`config.mk`:
```
export PLATFORM = sky130hd
export DESIGN_NAME = camo_key_loader
export DESIGN_NICKNAME = d
export VERILOG_FILES = /design/src/rtl/camo_key_loader.sv
export SDC_FILE = /design/constraint.sdc
export NUM_CORES = 1
export LEC_CHECK = 0
export CORE_UTILIZATION = 50
export CTS_BUF_LIST = sky130_fd_sc_hd__clkbuf_8
export DETAILED_ROUTE_END_ITERATION = 7
export PLACE_DENSITY = 0.79
export SYNTH_ARGS = -nofsm -noshare
export SYNTH_HDL_FRONTEND = slang
export SYNTH_SLANG_ARGS = --single-unit
```
`constraint.sdc`:
```
create_clock -name clk -period 1.5 [get_ports clk]
set_input_delay 0.15 -clock clk [delete_from_list [all_inputs] [get_ports clk]]
set_output_delay 0.15 -clock clk [all_outputs]
set_load 0.05 [all_outputs]
```
`src/rtl/camo_key_loader.sv`:
```
// Bit-serial loader for the camouflaged-cell select bus: shadow assembly, atomic commit.
// Define CAMO_KEY_CHK_EN to add the 2-bit XOR checksum trailer and a functional err_o.
module camo_key_loader #(
  parameter int NUM_CELLS = 6,
  parameter int SEL_W     = 2,
  localparam int KEY_W    = NUM_CELLS * SEL_W
) (
  input  logic             clk,
  input  logic             rst,
  input  logic             start_i,
  input  logic             abort_i,
  input  logic             key_bit_i,
  input  logic             key_valid_i,
  output logic             key_ready_o,
  output logic [KEY_W-1:0] s_o,
  output logic             key_locked_o,
  output logic             busy_o,
  output logic             done_o,
  output logic             err_o
);
  localparam int CNT_W = $clog2(KEY_W);

`ifdef CAMO_KEY_CHK_EN
  localparam int CC_W = (SEL_W > 1) ? $clog2(SEL_W) : 1;
  typedef enum logic [1:0] {IDLE, SHIFT, CHK, COMMIT} state_t;
`else
  typedef enum logic [1:0] {IDLE, SHIFT, COMMIT} state_t;
`endif

  state_t           state_reg, state_next;
  logic [CNT_W-1:0] cnt_reg;
  logic [KEY_W-1:0] shadow_reg;
  logic             accept;
  logic             last_key_bit;
  logic             load_start;

  assign busy_o       = (state_reg != IDLE);
  assign accept       = key_valid_i & key_ready_o;
  assign last_key_bit = (cnt_reg == CNT_W'(KEY_W - 1));
  assign load_start   = start_i & ~abort_i;

`ifdef CAMO_KEY_CHK_EN
  logic [SEL_W-1:0] chk_reg;
  logic [CC_W-1:0]  chk_cnt_reg;
  logic             err_reg;
  logic [SEL_W-1:0] pair [NUM_CELLS];
  logic [SEL_W-1:0] pair_xor;
  logic [SEL_W-1:0] chk_word;
  logic             last_chk_bit;
  logic             chk_ok;

  assign key_ready_o = (state_reg == SHIFT) || (state_reg == CHK);
  assign err_o       = err_reg;

  generate
    for (genvar gi = 0; gi < NUM_CELLS; gi++) begin : g_pair
      assign pair[gi] = shadow_reg[gi*SEL_W +: SEL_W];
    end
  endgenerate

  always_comb begin
    pair_xor = '0;
    for (int i = 0; i < NUM_CELLS; i++) pair_xor = pair_xor ^ pair[i];
  end

  // The final trailer bit is compared in the cycle it arrives, so merge it in here.
  always_comb begin
    chk_word              = chk_reg;
    chk_word[chk_cnt_reg] = key_bit_i;
  end

  assign last_chk_bit = (chk_cnt_reg == CC_W'(SEL_W - 1));
  assign chk_ok       = (chk_word == pair_xor);

  always_ff @(posedge clk or posedge rst) begin
    if (rst) begin
      chk_reg     <= '0;
      chk_cnt_reg <= '0;
      err_reg     <= 1'b0;
    end else begin
      case (state_reg)
        IDLE: begin
          if (load_start) begin
            chk_reg     <= '0;
            chk_cnt_reg <= '0;
            err_reg     <= 1'b0;
          end
        end
        CHK: begin
          if (!abort_i && accept) begin
            chk_reg[chk_cnt_reg] <= key_bit_i;
            if (last_chk_bit) begin
              if (!chk_ok) err_reg <= 1'b1;
            end else begin
              chk_cnt_reg <= chk_cnt_reg + CC_W'(1);
            end
          end
        end
        default: ;
      endcase
    end
  end
`else
  assign key_ready_o = (state_reg == SHIFT);
  assign err_o       = 1'b0;
`endif

  always_comb begin
    state_next = state_reg;
    case (state_reg)
      IDLE: begin
        if (load_start) state_next = SHIFT;
      end
      SHIFT: begin
        if (abort_i) begin
          state_next = IDLE;
        end else if (accept && last_key_bit) begin
`ifdef CAMO_KEY_CHK_EN
          state_next = CHK;
`else
          state_next = COMMIT;
`endif
        end
      end
`ifdef CAMO_KEY_CHK_EN
      CHK: begin
        if (abort_i) begin
          state_next = IDLE;
        end else if (accept && last_chk_bit) begin
          state_next = chk_ok ? COMMIT : IDLE;
        end
      end
`endif
      COMMIT:  state_next = IDLE;
      default: state_next = IDLE;
    endcase
  end

  always_ff @(posedge clk or posedge rst) begin
    if (rst) state_reg <= IDLE;
    else     state_reg <= state_next;
  end

  // s_o is only ever written from the finished shadow, so a partial key is never visible.
  always_ff @(posedge clk or posedge rst) begin
    if (rst) begin
      cnt_reg      <= '0;
      shadow_reg   <= '0;
      s_o          <= '0;
      key_locked_o <= 1'b0;
      done_o       <= 1'b0;
    end else begin
      done_o <= 1'b0;
      case (state_reg)
        IDLE: begin
          if (load_start) begin
            cnt_reg    <= '0;
            shadow_reg <= '0;
          end
        end
        SHIFT: begin
          if (!abort_i && accept) begin
            shadow_reg[cnt_reg] <= key_bit_i;
            if (!last_key_bit) cnt_reg <= cnt_reg + CNT_W'(1);
          end
        end
        COMMIT: begin
          s_o          <= shadow_reg;
          key_locked_o <= 1'b1;
          done_o       <= 1'b1;
        end
        default: ;
      endcase
    end
  end
endmodule

```
# Word-level counts from Yosys, hierarchy flattened
# Index checks and enable logic that the tools add are counted.
classes:
  reduce_logical: 10
  addsub: 1
  bitwise_logic: 3
  muxes: 15
  eq_ne: 7
  n_lt_le_gt_ge: 2
op_table:
  columns: ["op", "count"]
  rows:
  - ["12-bit two-way mux", 2]
  - ["12-bit one-hot mux with 2 select lines", 1]
  - ["12-bit bitwise mux", 1]
  - ["4-bit two-way mux", 3]
  - ["4-bit one-hot mux with 2 select lines", 1]
  - ["2-bit two-way mux", 3]
  - ["4-bit by 5-bit less-than comparator with 1-bit output, second input constant", 1]
  - ["4-bit by 1-bit adder with 4-bit output, second input constant", 1]
  - ["1-bit demux with 4-bit select", 1]
  - ["4-bit == test, second input constant", 1]
  - ["4-bit by 1-bit >= comparator with 1-bit output, second input constant", 1]
  - ["2-bit inequality test, second input constant", 2]
  - ["2-bit one-hot mux with 2 select lines", 1]
  - ["4-bit AND reduction", 1]
  - ["2-bit nonzero test", 2]
  - ["1-bit logical AND", 3]
  - ["3-bit by 2-bit inequality test with 1-bit output, second input constant", 1]
  - ["3-bit AND reduction", 1]
  - ["1-bit AND", 2]
  - ["2-bit by 1-bit == test with 1-bit output, second input constant", 1]
  - ["2-bit == test, second input constant", 1]
  - ["2-bit logical NOT", 1]
  - ["1-bit two-way mux", 2]
  - ["2-bit by 1-bit inequality test with 1-bit output, second input constant", 1]
  - ["3 further kinds", 3]
word_totals:
  word_cells: 44
  regBits: 32
  out_inout_bits: 17
  in_bits: 6

# Depth between registers and ports, before layout
logic_depth:
  word_depth: 7
  ltp_mapped: 6
  mapped_depth_nobuf: 5

# Least setup slack after synthesis
# Ideal clock, no wire load.
synth_path:
  path_type: "reg-to-reg"
  start: "register state_reg[0]"
  end: "register cnt_reg[3]"
  path_buffers: 1
  t_arrival_ps: 1190
  synth_period_minus_slack_ps: 1312
  stages_incl_launch_ff: 5
  path_slack_ps: 188
  required_ps: 1378
  setup_time_ps: 122
  path_cell_list: "dfrtp_1 -> buf_6 -> nand2b_4 -> or3_4 -> a32o_1"
synth_via:
  elab_chain_len: 5
  elab_cells_between_ends: 10
  classes_between: "eq/ne: 4; mux: 1; bitwise: 1; reduce/logical: 4"
synth_rtl:
  columns: ["item", "line_no", "rtl"]
  rows:
  - ["start, declared", "30", "state_t state_reg, state_next;"]
  - ["start signal, assigned", "141", "else state_reg <= state_next;"]
  - ["2-bit by 1-bit == test with 1-bit output", "104, 154", null]
  - ["1-bit AND", "38", "assign accept = key_valid_i & key_ready_o;"]
  - ["1-bit logical AND", "162", "if (!abort_i && accept) begin"]
  - ["2-bit by 1-bit inequality test with 1-bit output (no line)", null, null]
  - ["4-bit AND reduction (no line)", null, null]
  - ["end signal, assigned", "164", "if (!last_key_bit) cnt_reg <= cnt_reg + CNT_W'(1);"]
  - ["end, declared", "31", "logic [CNT_W-1:0] cnt_reg;"]
# Parallel ways exist; a longest one is shown, timed or not.
# A chain may end at the register's enable or synchronous reset.

# Final worst setup path
layout_path:
  start: "register cnt_reg[0]"
  end: "register shadow_reg[4]"
layout_via:
  elab_chain_len: 7
  elab_cells_between_ends: 8
  classes_between: "order compare: 2; mux: 5; reduce/logical: 1"
layout_rtl:
  columns: ["item", "line_no", "rtl"]
  rows:
  - ["4-bit by 5-bit less-than comparator with 1-bit output (implied by the code) or 4-bit by 1-bit >= comparator with 1-bit output (tied branches)", "163", "shadow_reg[cnt_reg] <= key_bit_i;"]
  - ["1-bit logical AND (implied by the code)", "163", null]
  - ["1-bit two-way mux (implied by the code)", "163", null]
  - ["1-bit demux with 4-bit select *", "163", null]
  - ["12-bit bitwise mux *", "163", null]
  - ["12-bit two-way mux *", "162", null]
  - ["12-bit one-hot mux with 2 select lines *", "154", "case (state_reg)"]
  - ["end signal, assigned by index", "163", null]
  - ["end, declared", "32", "logic [KEY_W-1:0] shadow_reg;"]
# Mark *: on every way between the ends. The rest lies on a longest branch, timed or not. The select of a mux whose other input is x is not followed.

==> impl_metrics.yaml <==
clocking:
  clk_pin_slew_ns: 0.07
  postCtsSetupRepairBufs: 0
  root_buffer: "clkbuf_8"
  cts_buffers: 5
  cts_tree: "yes"
  cts.path.max_buffers: 2
  htreeDepth: 2
  clkSinkCount: 32
  clock_latency_ns: 0.29
global_route:
  grt_usage_pct: 21.3
  grt_pass1_vias: 1068
  grt_antenna_before_repair: 0
  grt_first_pass_wirelength_mm: 5.24
  globalRouteOverflowTotal: 0
  grt_max_degree: 33
layout:
  syn2layout_area_growth_pct: 21.3
  register_area_sq_um: 803
  final_util_pct: 66.7
  diodes: 0
  most-common-layout-cells: "dfrtp_1 (30), buf_4 (18), nand2_1 (14)"
  finalNetCount: 170
  layout_commonest_cell: "dfrtp_1"
  fillers: 229
  drive_gt1_share_pct: 28.0
  multi_input_area_sq_um: 704
detailed_routing:
  wl_mm: 3.04
  wl_per_cell_microns: 15.8
  avgViaCountPerCell: 6.03
  drcViolationCount: 1
  dr.pass1.iters: 7
  drt_iter0_markers: 49
  vias: 1157
  ant_nets: 0
synthesis:
  ys_ff_latch: 32
  synth_area_leaders: "dfrtp_1 (51%), a22o_1 (6.7%), mux2_1 (5.7%)"
  synth_top_area_share_pct: 51.1
  synthCells: 134
  syn_avg_cell_area_sq_um: 11.7
  yosys_warnings: 0
  ys_seq_area_share_pct: 51.1
  yosysUniqueCellTypes: 33
  syn-num-nets: 144
  netlist_area_sq_um: 1570
  synth_largest_area_cell: "dfrtp_1"
timing:
  slew_viol_final: 0
  finalCritPeriodShare_pct: 93.7
  setup_viol_count_final: 0
  hold_slack_ns: 0.250
  finalClockSkew_ns: 0.00659
  fmax_mhz: 712
  fin_setup_tns_ns: 0
  layout_min_cycle_time_ns: 1.41
  hold_violations: 0
  rsz0062_at_grt: "false"
  fin_ws_ns: 0.0946
worst_setup_path:
  worstPathArrival_ns: 1.58
  crit_family: "flip-flops"
  cp_max_fo: 6
  crit_path_max_incr_delay_ns: 0.43
  cp_num_buf_inv: 1
  critical_path.endpoint_type: "register"
  path_cells: "inv_1, ha_1, a21o_1, nand2_1, a22o_1"
  slowest_stage: "dfrtp_1"
  startpoint_type: "register"
  critPathKind: "register to register"
  critPathRequiredTime_ns: 1.67
floorplanning:
  boundaryPins: 23
  num_rows: 19
  start_util_pct: 55.0
  die_area_sq_um: 3360
  die_h_microns: 58.0
  die_w_microns: 58.0
  core_area_sq_um: 2850
worst_hold_path:
  hold_path_class: "primary input to asynchronous set/reset pin"
placed_design:
  gp_congestion: 0.849
  hpwlAfterDp_mm: 2.08
  pre_cts_slack_ns: -0.0551
  numPortBuffers: 21
pwr:
  p_leak_nw: 0.987
  vdd_drop_max_mv: 0.900
  p_total_mw: 1.95
  p_per_area_nw_per_um2: 1020
job:
  cap_violations: 0
status:
  status: "finished with violations"
  violations: "design-rule violations"
worst register-to-register path, stage by stage (launching register included):
cell and delay (ns):
dfrtp_1 0.43, inv_1 0.12, ha_1 0.31, a21o_1 0.15, nand2_1 0.05, a22o_1 0.23
area by class of cell:
type	count	area share [%]
tap	31	2.04
clock buffer	5	3.62
clock inverter	3	2.04
multi-input combinational	90	37.0
sequential	32	42.2
inverter	6	1.18
timing repair buffer	25	11.8
kinds of logic after synthesis:
logic type               after synthesis  share of synthesized area (%)
flip-flops                            32                           51.1
other                                  1                          0.239
multiplexers                          12                           8.62
adder cells (fa/ha/maj)                4                           3.19
buffers and inverters                 12                           4.47
AO/OA/AOI/OAI                         33                           16.2
AND/OR/NAND/NOR                       40                           16.2
metrics by stage:
stage	instances	area, sq um
final	192	1900
after global routing	192	1900
after CTS	192	1900
after detailed placement	184	1780
after global placement	184	1780
after floorplan	134	1570
per-layer routing:
| metal | up-vias | global-route usage [%] | routed length (microns) |
|---|---|---|---|
| li1 | 521 | - | - |
| met1 | 571 | 30.2 | 1340 |
| met2 | 59 | 29.9 | 1450 |
| met3 | 6 | 7.37 | 194 |
| met4 | 0 | 9.18 | 60 |
| met5 | - | 0 | 0 |
worst paths after layout:
kind	from	to	slack (ns)	depth (start not counted)
worst max-delay path	cnt_reg[0]	shadow_reg[4]	0.09	5
worst min-delay path	rst	key_locked_o	0.25	3
worst max register to register	cnt_reg[0]	shadow_reg[4]	0.09	5
worst min register to register	key_locked_o	key_locked_o	0.47	1
max in group asynchronous	rst	state_reg[0]	0.93	3
min in group clk	key_locked_o	key_locked_o	0.47	1
cells in the mapped netlist:
master     number
a21boi_2        1
a21o_1         10
a22o_1         12
a31oi_1         1
a32o_1          1
and2b_1         1
and3_1          2
and4bb_4        1
buf_2           2
buf_4           2
buf_6           2
conb_1          1
dfrtp_1        32
ha_1            4
inv_1           5
inv_2           1
mux2_1          8
mux2_2          4
nand2_1        14
nand2_4         1
nand2b_1        2
nand2b_2        1
nand2b_4        2
nand3_1         6
nor2_1          5
nor2b_1         1
nor3_4          2
o21a_1          1
o21ai_0         1
o21ai_1         5
o2bb2ai_1       1
or2_2           1
or3_4           1
repair_timing:
item / in CTS / in global routing
resized for setup: 1 / 3
hold buffers: 0 / 0
endpoints found under the setup margin: 1 / 3
power by group:
part	internal [mW]	switching [mW]	total [mW]
clock	0.486	0.322	0.808
combinational	0.0947	0.140	0.235
sequential	0.883	0.0240	0.907
Note: power is estimated with default switching activity, not from simulation.
==> edit: new RTL, same flow settings <==
Change the parameter `SEL_W` from 2 to 3.
--- a/src/rtl/camo_key_loader.sv
+++ b/src/rtl/camo_key_loader.sv
@@ -2,7 +2,7 @@
 // Define CAMO_KEY_CHK_EN to add the 2-bit XOR checksum trailer and a functional err_o.
 module camo_key_loader #(
   parameter int NUM_CELLS = 6,
-  parameter int SEL_W     = 2,
+  parameter int SEL_W     = 3,
   localparam int KEY_W    = NUM_CELLS * SEL_W
 ) (
   input  logic             clk,
Ports: changed (resized s_o); port bits go from 23 to 29. The function was not compared with the original's and may differ.
==> edit against the unedited design <==
  * Sequential cell count grew 13
  * Hold slack lost 56 ps
  * Routed wire length grew 48%
  * Critical path depth shrank 2
  * Via count grew 48%
  * Cell area grew 54%
  * Fmax shrank 3.7%
  * Area after synthesis grew 42%
  * Total power grew 88%
  * Clock power grew 16%
  * Non-clock buffer count grew 30
  * Highest routed layer unchanged
  * Worst setup slack lost 54 ps
==> edit: results (changes against the unedited design) <==
Outcome
  • Run status: finished, final reports clean (was finished, violations left)

Power
  • Pwr dens: 1250 mW/mm² (was 1020 mW/mm²)
  • Psw: 1.19 mW (was 0.486 mW)
  • Clk pwr share: 0.256 (was 0.414)
  • P_leak: 1.31 nW (was 0.987 nW)
  • Sequential power: 1.54 mW (was 0.907 mW)
  • IR drop worst, VDD: 764 µV (was 900 µV)

Logic synthesis
  • Post-synth cell types: 35 (was 33)
  • Seq/Total Area, Yosys: 0.504 (was 0.511)
  • Synth Flop Type: dfrtp_1 (unchanged)
  • Ranking of synthesized cells by area: dfrtp_1 50%, mux2_2 9.6%, nand4bb_1 5.5% (was dfrtp_1 51%, a22o_1 6.7%, mux2_1 5.7%)
  • Post-synth top cells: 45 x dfrtp_1, 21 x inv_1, 19 x mux2_2 (was 32 x dfrtp_1, 14 x nand2_1, 12 x a22o_1)
  • Synth Instances: 194 (was 134)
  • Share of flip-flops with an asynchronous set or reset: 1.00 (unchanged)
  • Syn Nets: 204 (was 144)
  • Synth Warn #: 0 (unchanged)

Placement
  • Area of placed instances: 0.00267 mm² (was 0.00178 mm²)
  • Dpl cells: 282 (was 184)
  • PortBufs: 27 (was 21)
  • DP Wirelength: 3.06 mm (was 2.08 mm)
  • Final GP Congestion: 0.905 (was 0.849)
  • Setup WS pre-CTS: -222 ps (was -55.1 ps)

GRT
  • Number of global-route vias before repair: 1576 (was 1068)
  • GR Util met3: 0.0461 (was 0.0737)
  • GR Overflow Total: 0 (unchanged)
  • Largest net degree at the start of global routing: 46 (was 33)
  • First-pass GRT wire length: 7.31 mm (was 5.24 mm)
  • Met1 global-route usage: 0.285 (was 0.302)
  • Initial antenna violation count: 0 (unchanged)
  • Met2 GRT Util: 0.335 (was 0.299)
  • Total GRT Usage: 0.211 (was 0.213)

Route
  • Met3 WL: 226 µm (was 194 µm)
  • DR pass1 iterations: 4 (was 7)
  • Vias/cell: 5.86 (was 6.03)
  • Wl on met1: 2.07 mm (was 1.34 mm)
  • Routed wire per std cell: 15.3 µm (was 15.8 µm)
  • Iter 0 DRT Violations: 84 (was 49)
  • Highest routed layer: met4 (unchanged)
  • Met2 WL: 2.09 mm (was 1.45 mm)

Worst setup path
  • R2R depth: 3 (was 5)
  • Worst Path Arrival: 1640 ps (was 1580 ps)
  • Worst R2R Setup Slack: 40 ps (was 90 ps)
  • Crit. Startpoint: state_reg[1] (was cnt_reg[0])
  • R2r endpoint: shadow_reg[2] (was shadow_reg[4])
  • Max Fanout on Critical Path: 8 (was 6)

Clocking
  • Clock transition at path regs: 80 ps
  • H-tree depth: 2 (unchanged)
  • CTS Buf Count: 5 (unchanged)
  • Worst-skew pair later-pin latency: 290 ps (about the same)
  • Root buf cell: clkbuf_8 (unchanged)
  • Clock buffer depth: 2 (unchanged)

Finish
  • Fin nets: 252 (was 170)
  • Non-filler cells, final: 293 (was 192)
  • Diode count: 0 (unchanged)
  • Layout cells sized above 1: 0.416 (was 0.280)

Worst hold path
  • Hold crit path type: in -> async (unchanged)

STA
  • Hold_ws: 194 ps (was 250 ps)
  • Clock Skew: 6.38 ps (was 6.59 ps)
-- edit: changes by cell type after synthesis, moves of 7 or more --
cell,unedited run,this run
a211oi_1,0,16
a21o_1,10,0
a221o_1,0,8
a22o_1,12,0
clkbuf_1,0,7
dfrtp_1,32,45
inv_1,5,21
mux2_1,8,0
mux2_2,4,19
nand2_1,14,2
nand4bb_1,0,11
o22ai_1,0,9
-- edit: timing repair --
item | in CTS | in global routing
hold endpoints to repair | 0 | 0
buffers inserted | 2 | 1
endpoints found under the setup margin | 4 | 23
gates resized for setup | 4 | 23
gates cloned | 0 | 0
pin swaps | 0 | 2
-- edit: logic make-up (layout without fill, tap and decap cells) --
| logic type | after synthesis | in the layout | share of synthesized area |
|---|---|---|---|
| flops | 45 | 45 | 0.504 |
| fa+ha+maj | 4 | 4 | 0.0224 |
| simple gates | 44 | 44 | 0.154 |
| other cells | 1 | 1 | 0.00168 |
| mux | 21 | 21 | 0.105 |
| buf+inv | 35 | 84 | 0.0667 |
| compound gates | 44 | 44 | 0.146 |
-- edit: how the worst max path moves through the flow --
| stage | to | slack [ps] | cells past startpoint |
|---|---|---|---|
| after floorplan | cnt_reg[4] | 30 | 5 |
| after global placement | shadow_reg[14] | -200 | 4 |
| after detailed placement | shadow_reg[13] | -220 | 4 |
| after CTS | state_reg[0] | 0.7 | 6 |
| after global routing | shadow_reg[5] | -40 | 5 |
| final | shadow_reg[2] | 40 | 3 |
-- edit: area by class of cell --
type	count	area, µm²
Inverter	21	82.6
Sequential cell	45	1130
Fill cell	302	1210
Tap cell	50	62.6
Clock buffer	6	82.6
Multi-Input combinational cell	114	1060
Timing Repair Buffer	55	474
Clock inverter	2	37.5
-- edit: worst max-delay path: stages (launching register included) --
cell and delay, ps:
dfrtp_1 430, or2_1 270, or2_4 300, a221o_1 350
